## src/rtl/riscv_pkg.sv

```systemverilog
// Shared RV32 definitions for the fetch stage: XLEN, reset/NOP constants, fetch FSM encoding.
// FETCH_FAULT is only reachable when IF_MISALIGN_CHK_EN is defined.
package riscv_pkg;

    localparam int XLEN = 32;

    localparam logic [XLEN-1:0] RESET_PC_DEF  = 32'h0000_0000;
    localparam logic [XLEN-1:0] NOP_INSTR_DEF = 32'h0000_0013;

    typedef enum logic [2:0] {
        ST_IDLE  = 3'd0,
        ST_REQ   = 3'd1,
        ST_WAIT  = 3'd2,
        ST_HOLD  = 3'd3,
        ST_FAULT = 3'd4
    } fetch_state_e;

    function automatic logic [XLEN-1:0] word_align(input logic [XLEN-1:0] addr);
        return addr & ~32'h0000_0003;
    endfunction

endpackage

```

## src/rtl/instr_fetch_if.sv

```systemverilog
// Bundle of the fetch stage's memory, redirect and decode-side signals.
// fetch_fault_o is present only when IF_MISALIGN_CHK_EN is defined.
interface instr_fetch_if;
    import riscv_pkg::*;

    logic            imem_req_o;
    logic [XLEN-1:0] imem_addr_o;
    logic            imem_gnt_i;
    logic            imem_rvalid_i;
    logic [XLEN-1:0] imem_rdata_i;
    logic            redirect_i;
    logic [XLEN-1:0] redirect_pc_i;
    // Decode handshake: a word transfers on a cycle where instr_valid_o && instr_ready_i;
    // once raised, instr_valid_o/instr_o/pc_o stay stable until that transfer or a redirect.
    logic            instr_valid_o;
    logic            instr_ready_i;
    logic [XLEN-1:0] instr_o;
    logic [XLEN-1:0] pc_o;
    logic [XLEN-1:0] pc_plus4_o;
    fetch_state_e    state_dbg_o;
`ifdef IF_MISALIGN_CHK_EN
    logic            fetch_fault_o;

    modport master (
        output imem_req_o, imem_addr_o, instr_valid_o, instr_o, pc_o, pc_plus4_o,
               state_dbg_o, fetch_fault_o,
        input  imem_gnt_i, imem_rvalid_i, imem_rdata_i, redirect_i, redirect_pc_i,
               instr_ready_i
    );
    modport slave (
        input  imem_req_o, imem_addr_o, instr_valid_o, instr_o, pc_o, pc_plus4_o,
               state_dbg_o, fetch_fault_o,
        output imem_gnt_i, imem_rvalid_i, imem_rdata_i, redirect_i, redirect_pc_i,
               instr_ready_i
    );
`else
    modport master (
        output imem_req_o, imem_addr_o, instr_valid_o, instr_o, pc_o, pc_plus4_o,
               state_dbg_o,
        input  imem_gnt_i, imem_rvalid_i, imem_rdata_i, redirect_i, redirect_pc_i,
               instr_ready_i
    );
    modport slave (
        input  imem_req_o, imem_addr_o, instr_valid_o, instr_o, pc_o, pc_plus4_o,
               state_dbg_o,
        output imem_gnt_i, imem_rvalid_i, imem_rdata_i, redirect_i, redirect_pc_i,
               instr_ready_i
    );
`endif

endinterface

```

## src/rtl/instr_fetch.sv

```systemverilog
// Instruction fetch stage: owns the PC, issues one outstanding imem request at a time.
// Define IF_MISALIGN_CHK_EN to trap misaligned redirect targets in a FAULT state.
module instr_fetch
    import riscv_pkg::*;
#(
    parameter logic [XLEN-1:0] RESET_PC  = RESET_PC_DEF,
    parameter logic [XLEN-1:0] NOP_INSTR = NOP_INSTR_DEF
) (
    input logic           clk,
    input logic           rst_n,
    instr_fetch_if.master bus
);

    fetch_state_e    state_q, state_d;
    logic [XLEN-1:0] pc_q, pc_d;
    logic [XLEN-1:0] instr_q, instr_d;
    logic            kill_q, kill_d;
    logic            redir_misaligned;

`ifdef IF_MISALIGN_CHK_EN
    assign redir_misaligned = bus.redirect_pc_i[1:0] != 2'b00;
`else
    assign redir_misaligned = 1'b0;
`endif

    always_ff @(posedge clk) begin
        if (!rst_n) begin
            state_q <= ST_IDLE;
            pc_q    <= RESET_PC;
            instr_q <= NOP_INSTR;
            kill_q  <= 1'b0;
        end else begin
            state_q <= state_d;
            pc_q    <= pc_d;
            instr_q <= instr_d;
            kill_q  <= kill_d;
        end
    end

    always_comb begin
        state_d = state_q;
        pc_d    = pc_q;
        instr_d = instr_q;
        kill_d  = kill_q;
        if (bus.redirect_i) begin
            kill_d = 1'b0;
            if (redir_misaligned) begin
                pc_d    = bus.redirect_pc_i;
                state_d = ST_FAULT;
            end else begin
                pc_d    = word_align(bus.redirect_pc_i);
                state_d = ST_REQ;
                // A request already accepted by memory must still drain its rvalid.
                if (state_q == ST_REQ && bus.imem_gnt_i) begin
                    state_d = ST_WAIT;
                    kill_d  = 1'b1;
                end else if (state_q == ST_WAIT && !bus.imem_rvalid_i) begin
                    state_d = ST_WAIT;
                    kill_d  = 1'b1;
                end
            end
        end else begin
            case (state_q)
                ST_IDLE: state_d = ST_REQ;
                ST_REQ: begin
                    if (bus.imem_gnt_i) state_d = ST_WAIT;
                end
                ST_WAIT: begin
                    if (bus.imem_rvalid_i) begin
                        if (kill_q) begin
                            kill_d  = 1'b0;
                            state_d = ST_REQ;
                        end else begin
                            instr_d = bus.imem_rdata_i;
                            state_d = ST_HOLD;
                        end
                    end
                end
                ST_HOLD: begin
                    if (bus.instr_ready_i) begin
                        pc_d    = pc_q + 32'd4;
                        state_d = ST_REQ;
                    end
                end
                ST_FAULT: state_d = ST_FAULT;
                default:  state_d = ST_IDLE;
            endcase
        end
    end

    always_comb begin
        bus.imem_req_o    = state_q == ST_REQ;
        bus.imem_addr_o   = pc_q;
        bus.instr_valid_o = state_q == ST_HOLD;
        bus.instr_o       = (state_q == ST_HOLD) ? instr_q : NOP_INSTR;
        bus.pc_o          = pc_q;
        bus.pc_plus4_o    = pc_q + 32'd4;
        bus.state_dbg_o   = state_q;
`ifdef IF_MISALIGN_CHK_EN
        bus.fetch_fault_o = state_q == ST_FAULT;
`endif
    end

endmodule
```

## src/flat_wrapper.sv

```systemverilog
// flat-port wrapper written by rule: the top's interface ports become plain ports
module instr_fetch_flat import riscv_pkg::*;
#(
    parameter logic [XLEN-1:0] RESET_PC  = RESET_PC_DEF,
    parameter logic [XLEN-1:0] NOP_INSTR = NOP_INSTR_DEF
)
  (clk, rst_n, bus_imem_req_o, bus_imem_addr_o, bus_instr_valid_o, bus_instr_o, bus_pc_o, bus_pc_plus4_o, bus_state_dbg_o, bus_imem_gnt_i, bus_imem_rvalid_i, bus_imem_rdata_i, bus_redirect_i, bus_redirect_pc_i, bus_instr_ready_i);
  instr_fetch_if bus_i ();
  input logic clk;
  input logic rst_n;
  output wire logic [$bits(bus_i.imem_req_o)-1:0] bus_imem_req_o;
  output wire logic [$bits(bus_i.imem_addr_o)-1:0] bus_imem_addr_o;
  output wire logic [$bits(bus_i.instr_valid_o)-1:0] bus_instr_valid_o;
  output wire logic [$bits(bus_i.instr_o)-1:0] bus_instr_o;
  output wire logic [$bits(bus_i.pc_o)-1:0] bus_pc_o;
  output wire logic [$bits(bus_i.pc_plus4_o)-1:0] bus_pc_plus4_o;
  output wire logic [$bits(bus_i.state_dbg_o)-1:0] bus_state_dbg_o;
  input wire logic [$bits(bus_i.imem_gnt_i)-1:0] bus_imem_gnt_i;
  input wire logic [$bits(bus_i.imem_rvalid_i)-1:0] bus_imem_rvalid_i;
  input wire logic [$bits(bus_i.imem_rdata_i)-1:0] bus_imem_rdata_i;
  input wire logic [$bits(bus_i.redirect_i)-1:0] bus_redirect_i;
  input wire logic [$bits(bus_i.redirect_pc_i)-1:0] bus_redirect_pc_i;
  input wire logic [$bits(bus_i.instr_ready_i)-1:0] bus_instr_ready_i;
  assign bus_imem_req_o = bus_i.imem_req_o;
  assign bus_imem_addr_o = bus_i.imem_addr_o;
  assign bus_instr_valid_o = bus_i.instr_valid_o;
  assign bus_instr_o = bus_i.instr_o;
  assign bus_pc_o = bus_i.pc_o;
  assign bus_pc_plus4_o = bus_i.pc_plus4_o;
  assign bus_state_dbg_o = bus_i.state_dbg_o;
  assign bus_i.imem_gnt_i = bus_imem_gnt_i;
  assign bus_i.imem_rvalid_i = bus_imem_rvalid_i;
  assign bus_i.imem_rdata_i = bus_imem_rdata_i;
  assign bus_i.redirect_i = bus_redirect_i;
  assign bus_i.redirect_pc_i = bus_redirect_pc_i;
  assign bus_i.instr_ready_i = bus_instr_ready_i;
  instr_fetch #(.RESET_PC(RESET_PC), .NOP_INSTR(NOP_INSTR)) u_core (.clk(clk), .rst_n(rst_n), .bus(bus_i));
endmodule
```

## config.mk

```make
export PLATFORM = sky130hd
export DESIGN_NAME = instr_fetch_flat
export DESIGN_NICKNAME = d
export VERILOG_FILES = /design/src/rtl/riscv_pkg.sv /design/src/rtl/instr_fetch_if.sv /design/src/rtl/instr_fetch.sv /design/src/flat_wrapper.sv
export SDC_FILE = /design/constraint.sdc
export NUM_CORES = 1
export LEC_CHECK = 0
export ABC_AREA = 0
export BUFFER_PORTS_ARGS = -buffer_cell sky130_fd_sc_hd__buf_4
export CAP_MARGIN = 30
export CORE_UTILIZATION = 47
export CTS_CLUSTER_SIZE = 16
export DETAILED_ROUTE_END_ITERATION = 8
export PLACE_DENSITY_LB_ADDON = 0.15
export SYNTH_ARGS = -nofsm -noshare
export SYNTH_HDL_FRONTEND = slang
export SYNTH_SLANG_ARGS = --single-unit
```

## constraint.sdc

```tcl
create_clock -name clk -period 2.4 [get_ports clk]
set_input_delay 0.24 -clock clk [delete_from_list [all_inputs] [get_ports clk]]
set_output_delay 0.24 -clock clk [all_outputs]
set_load 0.01 [all_outputs]
```

==> results.py, run 1 <==
metrics = {
    "status": {
        "status": "finished clean",
    },
    "global_routing": {
        "antenna_found_initial": 0,
        "grt_start_max_net_pins": 34,
        "overflow": 0,
        "grt_usage_pct": 27.2,
        "grt_pass1_wl_mm": 19.5,
        "grt_pass1_vias": 4032,
    },
    "critical_path": {
        "cp_cell_sequence": "nand4_1 > or3_1 > nor3_4 > xor2_1 > buf_4",
        "critical-path-slowest-cell": "or3_1",
        "critPathCaptureType": "output port",
        "critPathMaxFanout": 7,
        "path_class": "reg2out",
        "cp.arrival_ns": 2.12,
        "startpoint_type": "register",
        "reg2reg_depth": 6,
        "slowest_delay_ns": 0.52,
        "required_ns": 2.16,
    },
    "route": {
        "drc_errors": 0,
        "via_count": 4615,
        "first_pass_iters": 5,
        "finalWirelength_mm": 13.1,
        "wl_per_cell_um": 15.7,
        "drtIter0Drc": 257,
        "antenna_left": 0,
        "vias_per_cell": 5.53,
    },
    "pwr": {
        "ir_drop_mv": 0.326,
        "power_w": 0.00291,
        "p_per_area_mw_per_mm2": 492,
        "leakage_nw": 2.61,
    },
    "yosys": {
        "synthCells": 554,
        "avgSynthCellArea_um2": 7.46,
        "synth_area_leaders": "dfxtp_1 (32%), nand2_1 (8.3%), buf_4 (6.7%)",
        "ys_ff_latch": 66,
        "synth-edff-count": 0,
        "async_flop_share_pct": 0,
        "synth_top_flop_cell": "dfxtp_1",
        "ys_seq_area_share_pct": 32.0,
        "synth_top_area_share_pct": 32.0,
        "synth_warnings": 0,
        "synth_area_mm2": 0.00413,
        "synthMostInstantiatedCell": "nand2_1",
        "synth_cell_types": 50,
        "synth_top_cells_by_count": "nand2_1 (91), dfxtp_1 (66), a21oi_1 (41)",
        "yosysTopAreaCell": "dfxtp_1",
    },
    "layout": {
        "fin_util_pct": 70.7,
        "nNetsFinal": 795,
        "num_antenna_cells": 0,
        "fillers": 711,
        "final_area_mm2": 0.00592,
        "drive_gt1_share_pct": 38.7,
        "syn2layout_area_growth_pct": 43.3,
    },
    "floorplan": {
        "die_y_um": 95.8,
        "core-area_mm2": 0.00838,
        "ios": 203,
        "dieArea_mm2": 0.00917,
        "rows": 33,
        "die_x_um": 95.8,
        "initial_utilization_pct": 49.3,
    },
    "timing": {
        "finalSetupViolations": 0,
        "finalCritPeriodShare_pct": 98.3,
        "final_max_slew_viol_count": 0,
        "hold_viol_final": 0,
        "timing.fmax_mhz": 424,
        "slew_headroom_pct": 53.6,
        "period_minus_slack_ns": 2.36,
        "finalClockSkew_ns": 0.0130,
        "rsz0062_at_grt": "yes",
        "tightest_slew_ns": 0.696,
    },
    "clocking": {
        "clk_path_buf_depth": 2,
        "ctsHtreeMaxLevel": 3,
        "clk_latency_ns": 0.34,
        "ctsHoldBuffers": 0,
        "cts_tree": "built",
        "clk_pin_slew_worst_paths_ns": 0.08,
        "cts_inserted_buffers": 9,
        "clock_sinks": 66,
        "cts_root_buf": "clkbuf_8",
    },
    "placed_design": {
        "io_buffers": 194,
        "placed_area_mm2": 0.00557,
        "dp_hpwl_mm": 9.27,
        "gp_congestion": 0.931,
    },
    "hold_path": {
        "hold_depth": 3,
        "hold_class": "in2reg",
    },
    "job": {
        "drv_cap": 0,
    },
}
## cell usage in the layout (no fill, tap or decap), types with 6 or more instances in the layout
cell and count:
a21oi_1 41, a31oi_1 8, and2_1 33, buf_4 234
clkbuf_8 10, conb_1 6, dfxtp_1 58, dfxtp_2 8
inv_1 7, nand2_1 91, nand3_1 14, nand4_1 13
nor2_1 24, nor3_1 12, nor4_1 10, o21ai_0 26
or3_1 7, xnor2_1 16, xor2_1 20
## critical path: cells and delay by family, from the launching register on
| family | cells | cell delay (ns) |
|---|---|---|
| and+or+nand+nor | 3 | 1.04 |
| DFF | 1 | 0.43 |
| xor gates and xnor gates | 1 | 0.17 |
| buffers and inverters | 1 | 0.14 |
## layout make-up
type	count	area (um^2)	share of cell area [%]
Multi-Input combinational cell	406	2450	41.4
Timing Repair Buffer	234	1760	29.7
Sequential cell	66	1330	22.5
Clock buffer	11	141	2.39
Tap cell	105	131	2.22
Clock inverter	5	85.1	1.44
Inverter	7	26.3	0.444
## power by group
| group | internal [W] | switching (W) | leakage, nW |
|---|---|---|---|
| combinational | 0.000313 | 0.000297 | 1.96 |
| clock | 0.000622 | 0.000467 | 0.111 |
| sequential | 0.00115 | 0.0000655 | 0.543 |
| total | 0.00208 | 0.000830 | 2.61 |
## metal layers
| metal | GRT usage [%] | wire length [um] |
|---|---|---|
| met1 | 36.7 | 5480 |
| met5 | 0 | 0 |
| met2 | 43.8 | 6430 |
| met4 | 9.45 | 190 |
| met3 | 4.58 | 1010 |
## path summary, 6_finish.rpt
| kind | start | endpoint | slack, ns |
|---|---|---|---|
| setup / recovery | u_core.bus.imem_addr_o[26] | bus_pc_plus4_o[30] | 0.04 |
| hold reg to reg | u_core.instr_q[28] | u_core.instr_q[28] | 0.45 |
| hold / removal | bus_imem_rdata_i[0] | u_core.instr_q[0] | 0.1 |
| setup reg to reg | u_core.bus.imem_addr_o[3] | u_core.bus.imem_addr_o[22] | 0.08 |
## flip-flops by register name (all words and copies together), names as in the netlist
signal / flops
u_core.instr_q: 32
u_core.bus.imem_addr_o: 30
u_core.bus.state_dbg_o: 3
u_core.kill_q: 1
## through the flow
stage	std cells	TNS [ns]	hold WS [ns]	worst slack (ns)
6_report	834	0	0.0976	0.0397
5_1_grt	834	-0.128	0.103	-0.0337
4_1_cts	831	0	0.0950	0.00442
3_5_place_dp	815	0	0.443	0.159
3_3_place_gp	815	0	0.437	0.161
2_1_floorplan	559	0	0.364	0.169
## what timing repair did
item / CTS / global route
pin swaps: 1 / 1
endpoints found under the setup margin: 8 / 16
setup buffers: 0 / 2
resized for setup: 8 / 18
cloned: 0 / 1
## cells by family after synthesis
logic type	synth area share [%]
xor gates and xnor gates	7.63
muxes	0.515
adders and majority gates	0.303
other	0.0907
buffers and inverters	11.7
DFF	32.0
AOI/OAI and AO/OA	15.4
and+or+nand+nor	32.4
Note: power is estimated with default switching activity, not from simulation.
==> inputs of run 2 (changes only) <==
--- a/config.mk
+++ b/config.mk
@@ -6,9 +6,12 @@
 export NUM_CORES = 1
 export LEC_CHECK = 0
 export ABC_AREA = 0
+export ABC_CLOCK_PERIOD_IN_PS = 2400
 export BUFFER_PORTS_ARGS = -buffer_cell sky130_fd_sc_hd__buf_4
 export CAP_MARGIN = 30
-export CORE_UTILIZATION = 47
+export CELL_PAD_IN_SITES_DETAIL_PLACEMENT = 2
+export CELL_PAD_IN_SITES_GLOBAL_PLACEMENT = 2
+export CORE_UTILIZATION = 24
 export CTS_CLUSTER_SIZE = 16
 export DETAILED_ROUTE_END_ITERATION = 8
 export PLACE_DENSITY_LB_ADDON = 0.15
==> results.py, run 2 (synthesis gave the netlist of run 1 again) <==
metrics = {
    "job": {
        "drv_cap": 0,
    },
    "floorplan": {
        "core-area_mm2": 0.0167,
        "dieArea_mm2": 0.0177,
        "die_x_um": 133,
        "die_y_um": 133,
        "initial_utilization_pct": 24.7,
        "ios": 203,
        "rows": 47,
    },
    "clocking": {
        "clock_sinks": 66,
        "cts_inserted_buffers": 9,
        "cts_root_buf": "clkbuf_16",
        "clk_pin_slew_worst_paths_ns": 0.06,
        "ctsHoldBuffers": 0,
        "clk_latency_ns": 0.34,
        "cts_tree": "built",
        "clk_path_buf_depth": 2,
        "ctsHtreeMaxLevel": 3,
    },
    "layout": {
        "largest_reg_flops": 32,
        "drive_gt1_share_pct": 40.9,
        "ff_latch_area_mm2": 0.00134,
        "multi_input_area_mm2": 0.00248,
        "fin_util_pct": 37.9,
        "num_antenna_cells": 0,
        "largest_register": "u_core.instr_q",
        "fillers": 1962,
        "final_common_cell": "buf_4",
        "final_cell_mix": "buf_4 (245), nand2_1 (91), dfxtp_1 (54), a21oi_1 (41), and2_1 (33)",
        "nNetsFinal": 810,
        "syn2layout_area_growth_pct": 53.0,
    },
    "placed_design": {
        "place_ws_ns": 0.0972,
        "io_buffers": 194,
        "gp_congestion": 0.771,
        "dp_hpwl_mm": 13.0,
    },
    "timing": {
        "period_minus_slack_ns": 2.33,
        "finalClockSkew_ns": 0.00749,
        "whs_ns": 0.113,
        "timing.fmax_mhz": 429,
        "slew_headroom_pct": 55.2,
        "finalCritPeriodShare_pct": 97.0,
        "tightest_slew_ns": 0.666,
        "rsz0062_at_grt": "yes",
        "setup_ws_ns": 0.0715,
        "finalSetupViolations": 0,
        "final_max_slew_viol_count": 0,
        "setup_tns_ns": 0,
        "hold_viol_final": 0,
    },
    "global_routing": {
        "antenna_found_initial": 0,
        "overflow": 0,
        "grt_usage_pct": 19.4,
        "grt_start_max_net_pins": 36,
        "grt_pass1_wl_mm": 27.2,
        "grt_pass1_vias": 5061,
    },
    "route": {
        "first_pass_iters": 4,
        "drc_errors": 0,
        "wl_per_cell_um": 18.3,
        "antenna_left": 0,
        "drtIter0Drc": 105,
        "vias_per_cell": 4.91,
        "finalWirelength_mm": 17.6,
        "via_count": 4730,
    },
    "hold_path": {
        "hold_class": "in2reg",
        "hp-start": "bus_imem_rdata_i[4]",
    },
    "pwr": {
        "p_per_area_mw_per_mm2": 510,
        "ir_drop_mv": 0.331,
        "power_w": 0.00322,
        "leakage_nw": 2.71,
    },
    "critical_path": {
        "startpoint": "u_core.bus.imem_addr_o[2]",
        "required_ns": 2.16,
        "slowest_delay_ns": 0.53,
        "cp.arrival_ns": 2.09,
        "startpoint_type": "register",
        "critPathCaptureType": "output port",
        "path_class": "reg2out",
        "critPathMaxFanout": 4,
        "critical-path-slowest-cell": "or4_4",
        "r2r_start": "u_core.bus.imem_addr_o[6]",
        "cp_cell_sequence": "ha_4 > nand3_4 > or4_4 > nor3_4 > xor2_1 > buf_4",
    },
    "status": {
        "status": "finished clean",
    },
}
[run 2: cell types whose count changed in the layout (fill, tap and decap cells not counted), moves of 4 or more]
cell	previous run	this run
buf_4	234	245
buf_6	0	4
clkbuf_16	0	9
clkbuf_8	10	3
dfxtp_1	58	54
[run 2: worst paths after layout]
path	endpoint	slack [ns]	depth (start not counted)
max	bus_pc_plus4_o[30]	0.07	6
min	u_core.instr_q[4]	0.11	3
max reg2reg	u_core.bus.imem_addr_o[22]	0.31	5
min reg2reg	u_core.instr_q[20]	0.45	2
[run 2: critical path: cells and delay by family, from the launching register on]
| kind | cells | cell delay (ns) |
|---|---|---|
| simple gates | 3 | 0.89 |
| buf+inv | 1 | 0.14 |
| flops | 1 | 0.36 |
| xor+xnor | 1 | 0.17 |
| fa+ha+maj | 1 | 0.17 |
[run 2: cell type report]
cell class	count	share of cell area, %
Inverter	7	0.416
Clock buffer	12	4.22
Tap cell	220	4.35
Timing Repair Buffer	250	30.1
Sequential cell	66	21.2
Clock inverter	4	0.515
Multi-Input combinational cell	405	39.2
[run 2: metrics by stage]
step / cells / instance area (um^2)
2_1_floorplan: 559 / 4150
3_3_place_gp: 937 / 5780
3_5_place_dp: 937 / 5780
4_1_cts: 956 / 6170
5_1_grt: 964 / 6320
6_report: 964 / 6320
[run 2: what timing repair did]
action	in CTS	in global routing
pin swaps	2	3
setup endpoints to repair	11	16
gates resized for setup	13	26
buffers inserted	3	8
[run 2: per-layer routing]
metal,track usage [%],up-vias,share of wire (%)
met1,24.1,2337,43
met4,5.56,0,1.4
met2,34.3,120,51
li1,-,2256,-
met5,0,-,0
met3,3.39,17,4.7
[run 2: where the power goes]
group          switching, W  internal, W  leakage (nW)  total [W]
logic              0.000335     0.000334          2.03   0.000669
clock network      0.000552     0.000792         0.142    0.00134
registers         0.0000606      0.00115         0.544    0.00121
total              0.000948      0.00227          2.71    0.00322
